**src/rtl/e15_core_param_if.sv**
```systemverilog
// e15_core_param_if: fetch, observation and debug signals of the E15 core.
// master = program source / observer, slave = core.
interface e15_core_param_if #(
    parameter int DATA_W = 8,
    parameter int NREG   = 4,
    parameter int PC_W   = 8
);
    localparam int RSEL_W = $clog2(NREG);
    localparam int IW     = 4 + 2*RSEL_W + DATA_W;

    logic              instr_valid;
    logic [IW-1:0]     instr;
    logic [PC_W-1:0]   pc;
    logic              halted;
    logic              reg_we;
    logic [DATA_W-1:0] dst_bus;
    logic              flag_z;
    logic              flag_c;
    logic [RSEL_W-1:0] dbg_sel;
    logic [DATA_W-1:0] dbg_data;

    modport master (
        output instr_valid, instr, dbg_sel,
        input  pc, halted, reg_we, dst_bus, flag_z, flag_c, dbg_data
    );

    modport slave (
        input  instr_valid, instr, dbg_sel,
        output pc, halted, reg_we, dst_bus, flag_z, flag_c, dbg_data
    );
endinterface

```
**src/rtl/e15_core_param.sv**
```systemverilog
// e15_core_param: parametrised single-cycle E15 core with external fetch,
// Z/C flags, conditional branches, HALT and a debug register-read port.
// Optional macro E15_SELF_LOOP_HALT_EN: a taken jump to its own pc halts.
module e15_core_param #(
    parameter int DATA_W = 8,
    parameter int NREG   = 4,
    parameter int PC_W   = 8
) (
    input  logic            clk,
    input  logic            rst,
    e15_core_param_if.slave bus
);
    localparam int RSEL_W = $clog2(NREG);
    localparam int IW     = 4 + 2*RSEL_W + DATA_W;

    typedef enum logic {S_RUN, S_HALT} state_t;

    state_t            r_state;
    logic              r_halted;
    logic [PC_W-1:0]   r_pc;
    logic              r_z;
    logic              r_c;
    logic [DATA_W-1:0] r_regs [NREG];

    logic [3:0]        w_op;
    logic [RSEL_W-1:0] w_dst;
    logic [RSEL_W-1:0] w_src;
    logic [DATA_W-1:0] w_imm;
    logic [DATA_W-1:0] w_d;
    logic [DATA_W-1:0] w_s;
    logic [DATA_W:0]   w_sum;
    logic [DATA_W:0]   w_diff;
    logic [DATA_W-1:0] w_res;
    logic              w_cout;
    logic              w_wr;
    logic              w_fupd;
    logic              w_jtake;
    logic              w_exec;
    logic              w_self;
    logic              w_halt;
    logic [PC_W-1:0]   w_target;

    // Field split: {opcode, dst, src, imm}, MSB first.
    assign w_op     = bus.instr[IW-1 -: 4];
    assign w_dst    = bus.instr[IW-5 -: RSEL_W];
    assign w_src    = bus.instr[IW-5-RSEL_W -: RSEL_W];
    assign w_imm    = bus.instr[DATA_W-1:0];
    assign w_d      = r_regs[w_dst];
    assign w_s      = r_regs[w_src];
    // Size cast truncates or zero-extends the immediate to the pc width.
    assign w_target = PC_W'(w_imm);

    // One extra bit on both adders captures carry-out / borrow.
    assign w_sum  = {1'b0, w_d} + {1'b0, (w_op == 4'd3) ? w_imm : w_s};
    assign w_diff = {1'b0, w_d} - {1'b0, w_s};

    // Decode: result, carry, write/flag enables and branch decision.
    always_comb begin
        w_res   = '0;
        w_cout  = 1'b0;
        w_wr    = 1'b0;
        w_fupd  = 1'b0;
        w_jtake = 1'b0;
        case (w_op)
            4'd0:  begin w_res = w_s;   w_wr = 1'b1; end
            4'd1:  begin w_res = w_imm; w_wr = 1'b1; end
            4'd2, 4'd3: begin
                w_res = w_sum[DATA_W-1:0]; w_cout = w_sum[DATA_W];
                w_wr = 1'b1; w_fupd = 1'b1;
            end
            4'd4: begin
                w_res = w_diff[DATA_W-1:0]; w_cout = w_diff[DATA_W];
                w_wr = 1'b1; w_fupd = 1'b1;
            end
            4'd5:  begin w_res = w_d & w_s; w_wr = 1'b1; w_fupd = 1'b1; end
            4'd6:  begin w_res = w_d | w_s; w_wr = 1'b1; w_fupd = 1'b1; end
            4'd7:  begin w_res = w_d ^ w_s; w_wr = 1'b1; w_fupd = 1'b1; end
            4'd8:  begin w_res = ~w_s;      w_wr = 1'b1; w_fupd = 1'b1; end
            4'd9: begin
                w_res = {w_d[DATA_W-2:0], 1'b0}; w_cout = w_d[DATA_W-1];
                w_wr = 1'b1; w_fupd = 1'b1;
            end
            4'd10: begin
                w_res = {1'b0, w_d[DATA_W-1:1]}; w_cout = w_d[0];
                w_wr = 1'b1; w_fupd = 1'b1;
            end
            4'd11: w_jtake = 1'b1;
            4'd12: w_jtake = r_z;
            4'd13: w_jtake = ~r_z;
            4'd14: w_jtake = r_c;
            default: ;
        endcase
    end

    assign w_exec = (r_state == S_RUN) && bus.instr_valid;

`ifdef E15_SELF_LOOP_HALT_EN
    assign w_self = w_jtake && (w_target == r_pc);
`else
    assign w_self = 1'b0;
`endif

    assign w_halt = w_exec && ((w_op == 4'd15) || w_self);

    // Core state: run/halt FSM, pc, flags and register file.
    always_ff @(posedge clk or posedge rst) begin
        if (rst) begin
            r_state  <= S_RUN;
            r_halted <= 1'b0;
            r_pc     <= '0;
            r_z      <= 1'b0;
            r_c      <= 1'b0;
            for (int k = 0; k < NREG; k++) r_regs[k] <= '0;
        end else if (w_exec) begin
            if (w_halt) begin
                // pc stays on the halting instruction.
                r_state  <= S_HALT;
                r_halted <= 1'b1;
            end else begin
                if (w_wr) r_regs[w_dst] <= w_res;
                if (w_fupd) begin
                    r_z <= (w_res == '0);
                    r_c <= w_cout;
                end
                r_pc <= w_jtake ? w_target : r_pc + PC_W'(1);
            end
        end
    end

    assign bus.pc       = r_pc;
    assign bus.halted   = r_halted;
    assign bus.flag_z   = r_z;
    assign bus.flag_c   = r_c;
    assign bus.reg_we   = w_exec && w_wr;
    assign bus.dst_bus  = (w_exec && w_wr) ? w_res : '0;
    assign bus.dbg_data = r_regs[bus.dbg_sel];
endmodule

```
**src/flat_wrapper.sv**
```systemverilog
// flat-port wrapper written by rule: the top's interface ports become plain ports
module e15_core_param_flat 
#(
    parameter int DATA_W = 8,
    parameter int NREG   = 4,
    parameter int PC_W   = 8
)
  (clk, rst, bus_instr_valid, bus_instr, bus_dbg_sel, bus_pc, bus_halted, bus_reg_we, bus_dst_bus, bus_flag_z, bus_flag_c, bus_dbg_data);
  e15_core_param_if #(.DATA_W(DATA_W), .NREG(NREG), .PC_W(PC_W)) bus_i ();
  input  logic clk;
  input  logic rst;
  input wire logic [$bits(bus_i.instr_valid)-1:0] bus_instr_valid;
  input wire logic [$bits(bus_i.instr)-1:0] bus_instr;
  input wire logic [$bits(bus_i.dbg_sel)-1:0] bus_dbg_sel;
  output wire logic [$bits(bus_i.pc)-1:0] bus_pc;
  output wire logic [$bits(bus_i.halted)-1:0] bus_halted;
  output wire logic [$bits(bus_i.reg_we)-1:0] bus_reg_we;
  output wire logic [$bits(bus_i.dst_bus)-1:0] bus_dst_bus;
  output wire logic [$bits(bus_i.flag_z)-1:0] bus_flag_z;
  output wire logic [$bits(bus_i.flag_c)-1:0] bus_flag_c;
  output wire logic [$bits(bus_i.dbg_data)-1:0] bus_dbg_data;
  assign bus_i.instr_valid = bus_instr_valid;
  assign bus_i.instr = bus_instr;
  assign bus_i.dbg_sel = bus_dbg_sel;
  assign bus_pc = bus_i.pc;
  assign bus_halted = bus_i.halted;
  assign bus_reg_we = bus_i.reg_we;
  assign bus_dst_bus = bus_i.dst_bus;
  assign bus_flag_z = bus_i.flag_z;
  assign bus_flag_c = bus_i.flag_c;
  assign bus_dbg_data = bus_i.dbg_data;
  e15_core_param #(.DATA_W(DATA_W), .NREG(NREG), .PC_W(PC_W)) u_core (.clk(clk), .rst(rst), .bus(bus_i));
endmodule
```
**config.mk**
```make
export PLATFORM = sky130hd
export DESIGN_NAME = e15_core_param_flat
export DESIGN_NICKNAME = d
export VERILOG_FILES = /design/src/rtl/e15_core_param_if.sv /design/src/rtl/e15_core_param.sv /design/src/flat_wrapper.sv
export SDC_FILE = /design/constraint.sdc
export NUM_CORES = 1
export LEC_CHECK = 0
export CORE_MARGIN = 1.5
export CORE_UTILIZATION = 55
export DETAILED_ROUTE_END_ITERATION = 10
export PLACE_DENSITY = 0.81
export SYNTH_ARGS = -nofsm -noshare
export SYNTH_HDL_FRONTEND = slang
export SYNTH_SLANG_ARGS = --single-unit
```
**constraint.sdc**
```tcl
create_clock -name clk -period 5.6 [get_ports clk]
set_input_delay 1.12 -clock clk [delete_from_list [all_inputs] [get_ports clk]]
set_output_delay 1.12 -clock clk [all_outputs]
set_load 0.05 [all_outputs]
```
# Yosys cells after proc, flatten, opt, wreduce, memory -nomap -nowiden
# Index checks and enable logic that the tools add are counted.
dict set report word_totals {
  out_inout_bits 28
  wordCells 73
  regBits 43
  in_bits 21
}
dict set report classes {
  n_addsub 3
  muxes 20
  n_lt_le_gt_ge 4
  bitwise 10
  eq_ne 15
  n_reduce_logical 13
}
# op count
set ops {}
lappend ops {{8-bit two-way mux} 10}
lappend ops {{8-bit one-hot mux with 10 select lines} 1}
lappend ops {{8-bit binary-select mux with 2-bit select} 3}
lappend ops {{32-bit bitwise mux} 1}
lappend ops {{4-bit equality test, second input constant} 8}
lappend ops {{8-bit demux with 2-bit select} 1}
lappend ops {{4-bit by 3-bit equality test with 1-bit output, second input constant} 4}
lappend ops {{11-bit OR reduction} 1}
lappend ops {{8-bit by 8-bit adder with 9-bit output} 1}
lappend ops {{3-bit >= comparator, second input constant} 3}
lappend ops {{2-bit NOT with 3-bit output} 3}
lappend ops {{9-bit OR reduction} 1}
lappend ops {{8-bit by 8-bit subtractor with 9-bit output} 1}
lappend ops {{8-bit by 1-bit adder with 8-bit output, second input constant} 1}
lappend ops {{8-bit bitwise AND} 1}
lappend ops {{4-bit by 2-bit equality test with 1-bit output, second input constant} 2}
lappend ops {{8-bit zero test} 1}
lappend ops {{8-bit NOT} 1}
lappend ops {{8-bit bitwise OR} 1}
lappend ops {{1-bit one-hot mux with 4 select lines} 2}
lappend ops {{8-bit XOR} 1}
lappend ops {{3-bit AND reduction} 2}
lappend ops {{4-bit by 1-bit equality test with 1-bit output, second input constant} 1}
lappend ops {{1-bit logical AND} 4}
lappend ops {{other kinds (6)} 10}

# Logic depth before layout (Yosys ltp)
dict set report logic_depth {
  depth_word 8
  depth_mapped 14
  ltp_nobuf 13
}

# Worst setup path after synthesis
# Ideal clock, no wire load.
dict set report synth_timing {
  path_type {in2out}
  from {input port bus_instr[13]}
  to {output port bus_dst_bus[6]}
  path_slack_ns 0.230
  required_ns 4.480
  arrival_time_ns 4.250
  path_buffers 2
  stages 13
  cell_sequence {buf_6 and2_0 nor3b_1 clkbuf_1 o21ai_0 ha_1 fa_1 nand3_1 a21oi_1 o21ai_0 nor2b_1 a211oi_2 nor2_1}
}
dict set report synth_between {
  elab_chain_cells 5
  word_cells_on_any_way 19
  cone_classes {add/sub (1); eq/ne (10); mux (4); reduce/logical (4)}
}
# element line_no
set synth_lines {}
lappend synth_lines {{start, declared} flat_wrapper.sv:13} ;# input wire logic [$bits(bus_i.instr)-1:0] bus_instr;
lappend synth_lines {{4-bit by 2-bit equality test with 1-bit output (tied with other cells)} {e15_core_param.sv:54, e15_core_param.sv:64}}
lappend synth_lines {{8-bit two-way mux or 11-bit OR reduction (tied branches)} -}
lappend synth_lines {{8-bit by 8-bit adder with 9-bit output or 1-bit two-way mux (tied branches)} {e15_core_param.sv:54, e15_core_param.sv:64}}
lappend synth_lines {{8-bit one-hot mux with 10 select lines or 1-bit logical AND (tied branches)} {e15_core_param.sv:64, e15_core_param.sv:135}}
lappend synth_lines {{8-bit two-way mux *} e15_core_param.sv:135} ;# assign bus.dst_bus = (w_exec && w_wr) ? w_res : '0;
lappend synth_lines {{end, declared} flat_wrapper.sv:18} ;# output wire logic [$bits(bus_i.dst_bus)-1:0] bus_dst_bus;
# Every way passes the cells marked *; elsewhere a longest branch is shown, timed or not.

# Worst setup path after layout
dict set report layout_timing {
  from {input port bus_instr[8]}
  to {output port bus_dst_bus[2]}
}
dict set report layout_between {
  elab_chain_cells 8
  word_cells_on_any_way 13
  cone_classes {add/sub (2); mux (6); bitwise (5)}
}
# element line_no
set layout_lines {}
lappend layout_lines {{2-bit NOT with 3-bit output (not written as such) *} e15_core_param.sv:49} ;# assign w_s = r_regs[w_src];
lappend layout_lines {{8-bit binary-select mux with 2-bit select *} e15_core_param.sv:49}
lappend layout_lines {{8-bit two-way mux (not written as such) * (2 in a row)} e15_core_param.sv:49}
lappend layout_lines {{8-bit two-way mux} e15_core_param.sv:54} ;# assign w_sum = {1'b0, w_d} + {1'b0, (w_op == 4'd3) ? w_imm : w_s};
lappend layout_lines {{8-bit by 8-bit adder with 9-bit output} e15_core_param.sv:54}
lappend layout_lines {{8-bit one-hot mux with 10 select lines *} e15_core_param.sv:64} ;# case (w_op)
lappend layout_lines {{8-bit two-way mux *} e15_core_param.sv:135}
# Every way passes the cells marked *; elsewhere a longest branch is shown, timed or not. The select of a mux whose other input is x is not followed.

==> flow_summary.json <==
{
  "drt_iter0_drc": 406,
  "required_ns": 4.48,
  "hold_ws_ns": 0.526,
  "post_layout_worst_setup_margin_ns": 0.134,
  "irDropWorstVdd_mv": 0.346,
  "reg2reg_from": "u_core.r_regs[9]",
  "synthDominantCellAreaShare_pct": 24.8,
  "critPathMaxFanout": 3,
  "worst_setup_path_startpoint": "bus_instr[8]",
  "r2r.worst_path.cells": 12,
  "start_util_pct": 56.3,
  "min_period_ns": 5.47,
  "synth_area_in_compound_gates_pct": 20.9,
  "layout.core_utilization_pct": 69.3,
  "dp_hpwl_um": 9640,
  "die_x_um": 91.7,
  "worstSetupPathType": "primary input to primary output",
  "synth_cells": 483,
  "number_of_buffers_on_the_longest_clock_path": 2,
  "p_total_mw": 3.19,
  "dominantRegCellSynth": "sky130_fd_sc_hd__dfrtp_1",
  "finalHoldViolations": 0,
  "globalRouteTotalUtil_pct": 31.4,
  "tightest_slew_ns": 1.10,
  "core_region_area_um2": 7690,
  "dr_total_vias": 4180,
  "antenna_violations_before_repair": 0,
  "cts_buffers": 5,
  "diodes": 0,
  "place_inst": 665,
  "cts_root_buffer": "sky130_fd_sc_hd__clkbuf_8",
  "max_clock_freq_mhz": 183,
  "synth.lib_cells_used.distinct": 67,
  "yosys.area_share.xor_xnor_pct": 2.43,
  "die_area_um2": 8410,
  "cp-endpoint": "bus_dst_bus[2]",
  "total_leakage_power_nw": 2.30,
  "pin_count": 49,
  "r2r-end": "u_core.bus.flag_z",
  "net_total_in_the_final_layout": 626,
  "synth.yosys.warnings": 0,
  "drc": 0,
  "grt_pass1_wl_um": 20800,
  "clk_latency_ns": 0.30,
  "accumulated_negative_setup_slack_ns": 0,
  "place.port_buffers": 48,
  "status": "finished clean",
  "post_synth_edffs": 0,
  "postSynthAreaPerCell_um2": 8.97,
  "detail-route-antenna-nets": 0,
  "seqCellArea_um2": 1080,
  "slew_headroom_pct": 26.5,
  "setup_viol": 0,
  "worst_ep_arrival_time_ns": 4.35,
  "rsz0062_at_grt": "no",
  "cts.clk_slew.worst_paths_ns": 0.09,
  "cp-start-kind": "primary input",
  "final-instance-count-excl-fill": 673,
  "cts-hold-fix-buffers": 0,
  "place_worst_setup_slack_ns": -0.150,
  "post_route_clock_skew_ns": 0.00765,
  "pin_count_of_the_biggest_net_entering_global_routing": 44,
  "min_path_type": "flop to flop",
  "post_synth_instance_area_um2": 4330,
  "ys_seq_elements": 43,
  "post_dp_cell_area_um2": 5190,
  "floorplan.rows": 32,
  "r2r_slack_ns": 2.26,
  "share_of_final_layout_standard_cells_stronger_than_drive_strength_1_pct": 20.5,
  "n_fill_cell": 605,
  "synth.largest_area_cell": "sky130_fd_sc_hd__dfrtp_1",
  "drv_cap": 0,
  "synth-seq-area-share_pct": 24.8,
  "globalRoute.totalOverflow": 0,
  "first_global_vias": 4199,
  "globalplace.congestion": 0.971,
  "syn2layout_area_growth_pct": 23.0,
  "cts_tree": "done",
  "synthSimpleGateAreaFrac_pct": 18.0,
  "final_cell_area_um2": 5330,
  "netlist_top_cells_area": "sky130_fd_sc_hd__dfrtp_1 25%, sky130_fd_sc_hd__mux4_2 9.9%, sky130_fd_sc_hd__ha_1 9.5%",
  "multi_input_comb_area_um2": 2970,
  "power_per_cell_area_nw_per_um2": 599,
  "leading_cell_type_by_number_of_instances_after_synthesis": "sky130_fd_sc_hd__nor2_1",
  "timing.critical_path.to_type": "primary output",
  "detail_route.vias_per_cell": 6.21,
  "number_of_nets_produced_by_synthesis": 539,
  "wl_per_cell_um": 18.8,
  "synth.top_cells.by_count": "51 x sky130_fd_sc_hd__nor2_1, 46 x sky130_fd_sc_hd__a21oi_1, 43 x sky130_fd_sc_hd__dfrtp_1",
  "share_of_flip_flops_with_an_asynchronous_set_or_reset_pct": 100,
  "firstDrtPassIters": 5,
  "slew_viol_final": 0,
  "cts.sinks": 43,
  "die_height_um": 91.7,
  "main_combinational_cell_family_by_area_after_synthesis": "compound AO/OA/AOI/OAI gates",
  "drt-total-wl_um": 12700,
  "cts_max_level": 2,
  "final_min_period_over_clock_period_pct": 97.6,
  "synthAdderAreaFrac_pct": 10.5,
  "synth.area.mux_share_pct": 16.0
}
## critical path: stages
cell and delay [ns]:
sky130_fd_sc_hd__clkdlybuf4s50_1 0.55, sky130_fd_sc_hd__mux4_2 0.56, sky130_fd_sc_hd__inv_1 0.13, sky130_fd_sc_hd__o21ai_0 0.11, sky130_fd_sc_hd__ha_1 0.21, sky130_fd_sc_hd__fa_1 0.42, sky130_fd_sc_hd__xnor2_1 0.22, sky130_fd_sc_hd__o22ai_1 0.11
sky130_fd_sc_hd__a221oi_1 0.23, sky130_fd_sc_hd__nor2_1 0.11, sky130_fd_sc_hd__a311oi_4 0.32, sky130_fd_sc_hd__nor2_1 0.07, sky130_fd_sc_hd__buf_4 0.20
## area by class of cell
class / count / share of cell area [%]
well taps: 102 / 2.40
flip-flops and latches: 43 / 20.2
repair buffers: 106 / 17.3
inverters: 33 / 2.33
multi-input cells: 381 / 55.7
clock inverters: 3 / 0.822
clock buffers: 5 / 1.29
## layer usage
metal  global-route usage (%)  wire length, µm
met1                     40.2             5310
met4                     14.7              511
met2                     52.4             6120
met3                     4.56              737
met5                        0                0
## cells by family (layout without fill, tap and decap cells)
group / after synthesis / count (layout)
flip-flops: 43 / 43
AO/OA/AOI/OAI: 139 / 139
buffers and inverters: 59 / 147
adder cells (fa/ha/maj): 35 / 35
multiplexers: 37 / 37
AND/OR/NAND/NOR: 158 / 158
XOR/XNOR: 12 / 12
## power breakdown
| part | switching [mW] | internal, mW | total (mW) | leakage (nW) |
|---|---|---|---|---|
| logic | 1.28 | 1.05 | 2.32 | 1.74 |
| clock network | 0.122 | 0.133 | 0.256 | 0.0581 |
| registers | 0.153 | 0.458 | 0.611 | 0.506 |
| total | 1.55 | 1.64 | 3.19 | 2.30 |
## layout by cell type, fill, tap and decap left out, types with 4 or more instances in the layout
| master | netlist | layout |
|---|---|---|
| sky130_fd_sc_hd__nor2_1 | 51 | 50 |
| sky130_fd_sc_hd__a22oi_1 | 7 | 7 |
| sky130_fd_sc_hd__clkbuf_8 | 1 | 5 |
| sky130_fd_sc_hd__a21oi_1 | 46 | 46 |
| sky130_fd_sc_hd__nor3_1 | 12 | 12 |
| sky130_fd_sc_hd__mux2i_1 | 9 | 9 |
| sky130_fd_sc_hd__buf_4 | 2 | 64 |
| sky130_fd_sc_hd__o21ai_1 | 2 | 4 |
| sky130_fd_sc_hd__o21ai_0 | 35 | 33 |
| sky130_fd_sc_hd__mux4_1 | 5 | 4 |
| sky130_fd_sc_hd__nand2b_1 | 10 | 10 |
| sky130_fd_sc_hd__xnor2_1 | 10 | 10 |
| sky130_fd_sc_hd__nand3_1 | 10 | 10 |
| sky130_fd_sc_hd__nand4_1 | 4 | 4 |
| sky130_fd_sc_hd__nor2b_1 | 8 | 7 |
| sky130_fd_sc_hd__dfrtp_1 | 43 | 43 |
| sky130_fd_sc_hd__inv_1 | 32 | 30 |
| sky130_fd_sc_hd__a221o_1 | 4 | 4 |
| sky130_fd_sc_hd__ha_1 | 33 | 33 |
| sky130_fd_sc_hd__o22ai_1 | 8 | 8 |
| sky130_fd_sc_hd__nor3b_1 | 6 | 6 |
| sky130_fd_sc_hd__nand2_1 | 39 | 39 |
| sky130_fd_sc_hd__mux4_2 | 19 | 20 |
| sky130_fd_sc_hd__clkdlybuf4s50_1 | 0 | 37 |
## worst min-delay path by stage
stage / start / to / slack [ns] / cells past startpoint
final: u_core.bus.flag_c / u_core.bus.flag_c / 0.53 / 1
after floorplan: u_core.r_regs[0] / u_core.r_regs[0] / 0.47 / 2
after global routing: u_core.bus.flag_c / u_core.bus.flag_c / 0.56 / 1
after CTS: u_core.bus.flag_c / u_core.bus.flag_c / 0.53 / 1
after detailed placement: u_core.bus.flag_c / u_core.bus.flag_c / 0.51 / 1
after global placement: u_core.bus.halted / u_core.bus.halted / 0.49 / 1
## flip-flops by register name, indices dropped and copies added (netlist names)
signal             count
u_core.bus.flag_c      1
u_core.bus.pc          8
u_core.bus.flag_z      1
u_core.r_regs         32
u_core.bus.halted      1
## timing repair
item,in CTS,in global routing
endpoints found under the setup margin,3,4
pin swaps,0,2
buffers inserted,0,0
resized for setup,4,12
(Power assumes the default switching activity.)
